### src/rtl/mem_access_arbiter_if.sv
// Bus between the core array, the round-robin memory arbiter and the shared single-port RAM.
// Core-side request/ack signals and RAM-side signals are grouped so one instance wires the whole block.
interface mem_access_arbiter_if #(
    parameter int CORE_COUNT = 4,
    parameter int ADDR_WIDTH = 12,
    parameter int DATA_WIDTH = 12
);
    logic [CORE_COUNT-1:0]            reqIn;
    logic [CORE_COUNT-1:0]            wrEnIn;
    logic [CORE_COUNT*ADDR_WIDTH-1:0] addrIn;
    logic [CORE_COUNT*DATA_WIDTH-1:0] dataIn;
    logic [CORE_COUNT-1:0]            grant;
    logic [CORE_COUNT-1:0]            ack;
    logic [DATA_WIDTH-1:0]            dataOut;
    logic                             busy;
    logic [ADDR_WIDTH-1:0]            memAddr;
    logic [DATA_WIDTH-1:0]            memWrData;
    logic                             memWrEn;
    logic [DATA_WIDTH-1:0]            memRdData;

    modport slave (
        input  reqIn, wrEnIn, addrIn, dataIn, memRdData,
        output grant, ack, dataOut, busy, memAddr, memWrData, memWrEn
    );

    modport master (
        output reqIn, wrEnIn, addrIn, dataIn, memRdData,
        input  grant, ack, dataOut, busy, memAddr, memWrData, memWrEn
    );
endinterface

### src/rtl/mem_access_arbiter.sv
// Round-robin arbiter sharing one single-port RAM (1-cycle registered read) among CORE_COUNT cores.
// Each transaction runs IDLE -> ISSUE -> CAPTURE -> ACK and completes with a 4-phase req/ack handshake.
module mem_access_arbiter #(
    parameter int CORE_COUNT = 4,
    parameter int ADDR_WIDTH = 12,
    parameter int DATA_WIDTH = 12
) (
    input  logic                clk,
    input  logic                rstN,
    mem_access_arbiter_if.slave bus
);
    localparam int IDX_W = (CORE_COUNT > 1) ? $clog2(CORE_COUNT) : 1;

    localparam logic [1:0] S_IDLE    = 2'd0;
    localparam logic [1:0] S_ISSUE   = 2'd1;
    localparam logic [1:0] S_CAPTURE = 2'd2;
    localparam logic [1:0] S_ACK     = 2'd3;

    localparam logic [IDX_W-1:0]      LAST_IDX = IDX_W'(CORE_COUNT - 1);
    localparam logic [CORE_COUNT-1:0] ONE_HOT0 = {{(CORE_COUNT-1){1'b0}}, 1'b1};

    logic [1:0]            r_state;
    logic [IDX_W-1:0]      r_rr_ptr;
    logic [IDX_W-1:0]      r_win;
    logic                  r_wr_op;
    logic [CORE_COUNT-1:0] r_grant;
    logic [CORE_COUNT-1:0] r_ack;
    logic [DATA_WIDTH-1:0] r_data_out;
    logic                  r_busy;
    logic [ADDR_WIDTH-1:0] r_mem_addr;
    logic [DATA_WIDTH-1:0] r_mem_wr_data;
    logic                  r_mem_wr_en;

    logic                  w_found;
    logic [IDX_W-1:0]      w_pick;
    logic [IDX_W-1:0]      w_next_ptr;

    // Returns {found, index}; scanning from the farthest offset down lets the nearest requester to ptr win.
    function automatic logic [IDX_W:0] rr_pick(input logic [CORE_COUNT-1:0] req,
                                               input logic [IDX_W-1:0]      ptr);
        logic [IDX_W:0]   result;
        logic [IDX_W-1:0] idx_v;
        result = {(IDX_W+1){1'b0}};
        for (int k = CORE_COUNT - 1; k >= 0; k--) begin
            idx_v = IDX_W'((int'(ptr) + k) % CORE_COUNT);
            if (req[idx_v]) begin
                result = {1'b1, idx_v};
            end
        end
        return result;
    endfunction

    // Winner selection and the pointer value to load when the current transaction retires.
    always_comb begin
        {w_found, w_pick} = rr_pick(bus.reqIn, r_rr_ptr);
        w_next_ptr = (r_win == LAST_IDX) ? {IDX_W{1'b0}} : (r_win + IDX_W'(1));
    end

    // Transaction FSM with all outputs held in registers.
    always_ff @(posedge clk or negedge rstN) begin
        if (!rstN) begin
            r_state       <= S_IDLE;
            r_rr_ptr      <= {IDX_W{1'b0}};
            r_win         <= {IDX_W{1'b0}};
            r_wr_op       <= 1'b0;
            r_grant       <= {CORE_COUNT{1'b0}};
            r_ack         <= {CORE_COUNT{1'b0}};
            r_data_out    <= {DATA_WIDTH{1'b0}};
            r_busy        <= 1'b0;
            r_mem_addr    <= {ADDR_WIDTH{1'b0}};
            r_mem_wr_data <= {DATA_WIDTH{1'b0}};
            r_mem_wr_en   <= 1'b0;
        end else begin
            case (r_state)
                S_IDLE: begin
                    if (w_found) begin
                        r_state       <= S_ISSUE;
                        r_win         <= w_pick;
                        r_wr_op       <= bus.wrEnIn[w_pick];
                        r_mem_wr_en   <= bus.wrEnIn[w_pick];
                        r_mem_addr    <= bus.addrIn[int'(w_pick)*ADDR_WIDTH +: ADDR_WIDTH];
                        r_mem_wr_data <= bus.dataIn[int'(w_pick)*DATA_WIDTH +: DATA_WIDTH];
                        r_grant       <= ONE_HOT0 << w_pick;
                        r_busy        <= 1'b1;
                    end
                end
                S_ISSUE: begin
                    r_state     <= S_CAPTURE;
                    r_mem_wr_en <= 1'b0;
                end
                S_CAPTURE: begin
                    // RAM data for the address presented in ISSUE is valid during this cycle.
                    r_state <= S_ACK;
                    r_ack   <= r_grant;
                    if (!r_wr_op) begin
                        r_data_out <= bus.memRdData;
                    end
                end
                S_ACK: begin
                    if (!bus.reqIn[r_win]) begin
                        r_state  <= S_IDLE;
                        r_ack    <= {CORE_COUNT{1'b0}};
                        r_grant  <= {CORE_COUNT{1'b0}};
                        r_busy   <= 1'b0;
                        r_rr_ptr <= w_next_ptr;
                    end
                end
                default: begin
                    r_state     <= S_IDLE;
                    r_ack       <= {CORE_COUNT{1'b0}};
                    r_grant     <= {CORE_COUNT{1'b0}};
                    r_busy      <= 1'b0;
                    r_mem_wr_en <= 1'b0;
                end
            endcase
        end
    end

    assign bus.grant     = r_grant;
    assign bus.ack       = r_ack;
    assign bus.dataOut   = r_data_out;
    assign bus.busy      = r_busy;
    assign bus.memAddr   = r_mem_addr;
    assign bus.memWrData = r_mem_wr_data;
    assign bus.memWrEn   = r_mem_wr_en;
endmodule

### src/flat_wrapper.sv
// flat-port wrapper written by rule: the top's interface ports become plain ports
module mem_access_arbiter_flat 
#(
    parameter int CORE_COUNT = 4,
    parameter int ADDR_WIDTH = 12,
    parameter int DATA_WIDTH = 12
)
  (clk, rstN, bus_reqIn, bus_wrEnIn, bus_addrIn, bus_dataIn, bus_memRdData, bus_grant, bus_ack, bus_dataOut, bus_busy, bus_memAddr, bus_memWrData, bus_memWrEn);
  mem_access_arbiter_if #(.CORE_COUNT(CORE_COUNT), .ADDR_WIDTH(ADDR_WIDTH), .DATA_WIDTH(DATA_WIDTH)) bus_i ();
  input  logic clk;
  input  logic rstN;
  input wire logic [$bits(bus_i.reqIn)-1:0] bus_reqIn;
  input wire logic [$bits(bus_i.wrEnIn)-1:0] bus_wrEnIn;
  input wire logic [$bits(bus_i.addrIn)-1:0] bus_addrIn;
  input wire logic [$bits(bus_i.dataIn)-1:0] bus_dataIn;
  input wire logic [$bits(bus_i.memRdData)-1:0] bus_memRdData;
  output wire logic [$bits(bus_i.grant)-1:0] bus_grant;
  output wire logic [$bits(bus_i.ack)-1:0] bus_ack;
  output wire logic [$bits(bus_i.dataOut)-1:0] bus_dataOut;
  output wire logic [$bits(bus_i.busy)-1:0] bus_busy;
  output wire logic [$bits(bus_i.memAddr)-1:0] bus_memAddr;
  output wire logic [$bits(bus_i.memWrData)-1:0] bus_memWrData;
  output wire logic [$bits(bus_i.memWrEn)-1:0] bus_memWrEn;
  assign bus_i.reqIn = bus_reqIn;
  assign bus_i.wrEnIn = bus_wrEnIn;
  assign bus_i.addrIn = bus_addrIn;
  assign bus_i.dataIn = bus_dataIn;
  assign bus_i.memRdData = bus_memRdData;
  assign bus_grant = bus_i.grant;
  assign bus_ack = bus_i.ack;
  assign bus_dataOut = bus_i.dataOut;
  assign bus_busy = bus_i.busy;
  assign bus_memAddr = bus_i.memAddr;
  assign bus_memWrData = bus_i.memWrData;
  assign bus_memWrEn = bus_i.memWrEn;
  mem_access_arbiter #(.CORE_COUNT(CORE_COUNT), .ADDR_WIDTH(ADDR_WIDTH), .DATA_WIDTH(DATA_WIDTH)) u_core (.clk(clk), .rstN(rstN), .bus(bus_i));
endmodule
### config.mk
export PLATFORM = sky130hd
export DESIGN_NAME = mem_access_arbiter_flat
export DESIGN_NICKNAME = d
export VERILOG_FILES = /design/src/rtl/mem_access_arbiter_if.sv /design/src/rtl/mem_access_arbiter.sv /design/src/flat_wrapper.sv
export SDC_FILE = /design/constraint.sdc
export NUM_CORES = 1
export LEC_CHECK = 0
export CAP_MARGIN = 30
export CORE_ASPECT_RATIO = 0.6
export CORE_MARGIN = 4
export CORE_UTILIZATION = 25
export CTS_BUF_LIST = sky130_fd_sc_hd__clkbuf_2
export CTS_CLUSTER_SIZE = 30
export DETAILED_ROUTE_END_ITERATION = 12
export PLACE_DENSITY_LB_ADDON = 0.08
export REMOVE_ABC_BUFFERS = 1
export SLEW_MARGIN = 25
export SYNTH_ARGS = -nofsm -noshare
export SYNTH_HDL_FRONTEND = slang
export SYNTH_SLANG_ARGS = --single-unit
### constraint.sdc
create_clock -name clk -period 3.3 [get_ports clk]
set_input_delay 0.66 -clock clk [delete_from_list [all_inputs] [get_ports clk]]
set_output_delay 0.66 -clock clk [all_outputs]
set_load 0.05 [all_outputs]
==> impl_metrics.csv <==
group,metric,value,unit
status,outcome,"finished, final reports clean",
timing,finalCriticalPeriod,2430,ps
drt,firstDrtPassIters,6,
synthesis,yosysTopAreaCell,"dfrtp_1",
timing,worst_slew_pin_slew,736,ps
timing,max_freq,0.412,GHz
global_routing,grt_max_degree,37,
clock_network,clock_latency,450,ps
drt,vias,2708,
clock_network,cts_sinks,53,
die,die_area,13500,sq um
clock_network,clk_pin_slew,280,ps
placed_design,port_buffers,163,
synthesis,synth-edff-count,0,
power_and_ir_drop,power_frac_comb,66.5,%
worst_setup_path,cp_top_family,"buffers and inverters",
cells_and_area,layout.nets,543,
timing,fin_skew,26.3,ps
power_and_ir_drop,p_int,2.11,mW
worst_setup_path,path_max_fanout,16,
clock_network,ctsResizeCount,0,
die,fp.dieH,91.6,um
clock_network,cts_tree,"done",
worst_setup_path,crit_buf_inv,2,
cells_and_area,drive_above_1_share,13.6,%
clock_network,numCtsBuffers,5,
clock_network,clock_path_buffers,2,
power_and_ir_drop,switchingPower,2.14,mW
clock_network,cts_root_buf,"clkbuf_2",
synthesis,async_flop_share,100,%
drt,first_iter_violations,156,
cells_and_area,layout_commonest_cell,"clkdlybuf4s50_1",
timing,finalHoldViolCount,0,
cells_and_area,diodes,0,
drt,ant_nets,0,
timing,period_share,73.6,%
drt,wl,9720,um
hold_path,hold_class,"input pin to async pin",
timing,setup_violations,0,
worst_setup_path,crit_type,"input pin to flip-flop",
timing,holdWs,92.4,ps
placed_design,place.gp.congestion,0.731,
drt,viasPerCell,4.67,
timing,rsz0062_at_grt,"no",
die,core,11300,sq um
synthesis,synth_seq_cells,53,
synthesis,yosys-top-cells-area,"dfrtp_1 46%, mux2_2 10%, a222oi_1 8.3%",
global_routing,grt_pass1_vias,2827,
global_routing,track_usage,14.5,%
synthesis,synth_ff_type,"dfrtp_1",
power_and_ir_drop,pwr-share-seq,27.1,%
placed_design,dpl_cell_area,4680,sq um
global_routing,grt_pass1_wl,15400,um
worst_setup_path,slowest_delay,680,ps
run,max_cap_violations,0,
cells_and_area,final_area,4720,sq um
global_routing,grt-ovfl-total,0,
synthesis,syn-instance-count,263,
synthesis,yosys_warnings,0,
clock_network,cts_setup_buffers,0,
worst_setup_path,arrival,2780,ps
timing,max_slew_margin,51.0,%
power_and_ir_drop,netSwitchingFraction,50.3,%
placed_design,hpwl,7290,um
synthesis,synthDistinctLibCells,38,
worst_setup_path,crit_path_top_delay_cell,"clkdlybuf4s50_1",
die,initial_core_util,25.7,%
worst_setup_path,worst_setup_path_start_kind,"input pin",
power_and_ir_drop,p_leak,1.94,nW
clock_network,htree_levels,2,
synthesis,synth_top_area_share,45.6,%
synthesis,yosysSeqAreaShare,45.6,%
timing,drv_slew,0,
power_and_ir_drop,ir_drop,270,uV
cells_and_area,area_growth_syn_to_layout,62.3,%
synthesis,avgSynthCellArea,11.1,sq um
drt,routedWlPerCell,16.8,um
worst_setup_path,worstPathRequired,3650,ps
die,die_x,147,um
clock_network,cts_hold_buf,0,
die,rows,30,
global_routing,antenna_found_initial,0,
worst_setup_path,cp-end-kind,"flip-flop",
drt,drc_errors,0,
power_and_ir_drop,p_per_area,899,nW/um^2
timing,finalSetupTns,0,ps
die,io_pins,164,
synthesis,netlist_area,2910,sq um
cells_and_area,layout_common_cells,"162 x clkdlybuf4s50_1, 53 x dfrtp_1, 31 x nand2_1",
power_and_ir_drop,clkPwrFrac,6.4,%
worst_setup_path,critical_path.cell_chain,"clkdlybuf4s50_1 > nand2b_1 > a21oi_1 > a221o_1 > buf_4 > mux2_2 > a222oi_1 > o21ai_1",
sequential cells by signal (all words and copies together), names as in the netlist:
signal and cells:
u_core.bus.dataOut 12, u_core.bus.memAddr 12, u_core.bus.memWrData 12, u_core.bus.ack 4, u_core.bus.grant 4, u_core.r_rr_ptr 2, u_core.r_state 2, u_core.r_win 2
u_core.bus.busy 1, u_core.bus.memWrEn 1, u_core.r_wr_op 1
worst reg2reg max path, cell delays in order (launching register included):
cell	delay [ps]
dfrtp_1	570
clkinv_2	140
nor2_1	170
a221o_1	190
buf_4	270
mux2_2	370
a222oi_1	280
o21ai_1	100
power by group through the flow:
stage | Sequential (mW) | Clock, mW | Combinational (mW)
after floorplan | 2.03 | 0 | 0.947
after global placement | 1.16 | 0 | 2.85
after detailed placement | 1.17 | 0 | 2.87
after CTS | 1.16 | 0.301 | 2.87
after global routing | 1.20 | 0.324 | 3.05
final | 1.15 | 0.271 | 2.82
path summary, 6_finish.rpt:
kind                                                    start                             endpoint  slack (ps)  cells after the start
max in group asynchronous                                rstN   u_core.bus.memAddr[10]$_DFFE_PN0P_        2350                      2
min in group clk           u_core.bus.memAddr[10]$_DFFE_PN0P_   u_core.bus.memAddr[10]$_DFFE_PN0P_         520                      2
max reg2reg                    u_core.r_rr_ptr[1]$_DFFE_PN0P_  u_core.bus.memWrData[8]$_DFFE_PN0P_        1140                      7
min                                                      rstN        u_core.bus.ack[3]$_DFFE_PN0P_          90                      1
max                                              bus_reqIn[2]  u_core.bus.memWrData[8]$_DFFE_PN0P_         870                      8
min reg2reg                u_core.bus.memAddr[10]$_DFFE_PN0P_   u_core.bus.memAddr[10]$_DFFE_PN0P_         520                      2
synthesized netlist by cell type (2+ instances only):
master / number
a21o_1: 2
a21oi_1: 4
a222oi_1: 24
a22o_1: 4
buf_2: 3
buf_6: 3
clkbuf_1: 13
dfrtp_1: 53
ha_1: 6
inv_1: 3
mux2_2: 27
mux2_4: 11
mux2i_1: 7
nand2_1: 32
nand2b_1: 2
nand3_1: 6
nor2_1: 5
o21ai_0: 24
o21ai_1: 15
cell type report:
class                           count  area (sq um)
Clock buffer                        5          25.0
Clock inverter                      3          17.5
Fill cell                        1114          6620
Inverter                            4          16.3
Multi-Input combinational cell    185          1440
Sequential cell                    53          1330
Tap cell                          160           200
Timing Repair Buffer              170          1690
per-layer routing:
layer	vias to the layer above	routed length, um	global-route usage, %
met1	1274	4140	18.9
met3	4	1130	7.18
met4	0	48	2.56
met2	116	4400	21.9
li1	1314	-	-
met5	-	0	0
kinds of logic (layout without fill, tap and decap cells):
kind of cell	after synthesis	in the layout	synth area share [%]
AND/OR/NAND/NOR	51	51	7.70
AO/OA/AOI/OAI	82	82	20.0
flip-flops	53	53	45.6
adder cells (fa/ha/maj)	6	6	2.58
multiplexers	46	46	19.3
buffers and inverters	25	182	4.86
through the flow:
stage	setup WS, ps	total power, mW	instances	util, %
finish	872	4.24	580	41.6
global route	741	4.57	580	41.6
CTS	818	4.33	580	41.6
detailed placement	344	4.03	572	41.3
global placement	401	4.00	572	41.3
floorplan	606	2.98	242	-
Note: power is estimated with default switching activity, not from simulation.
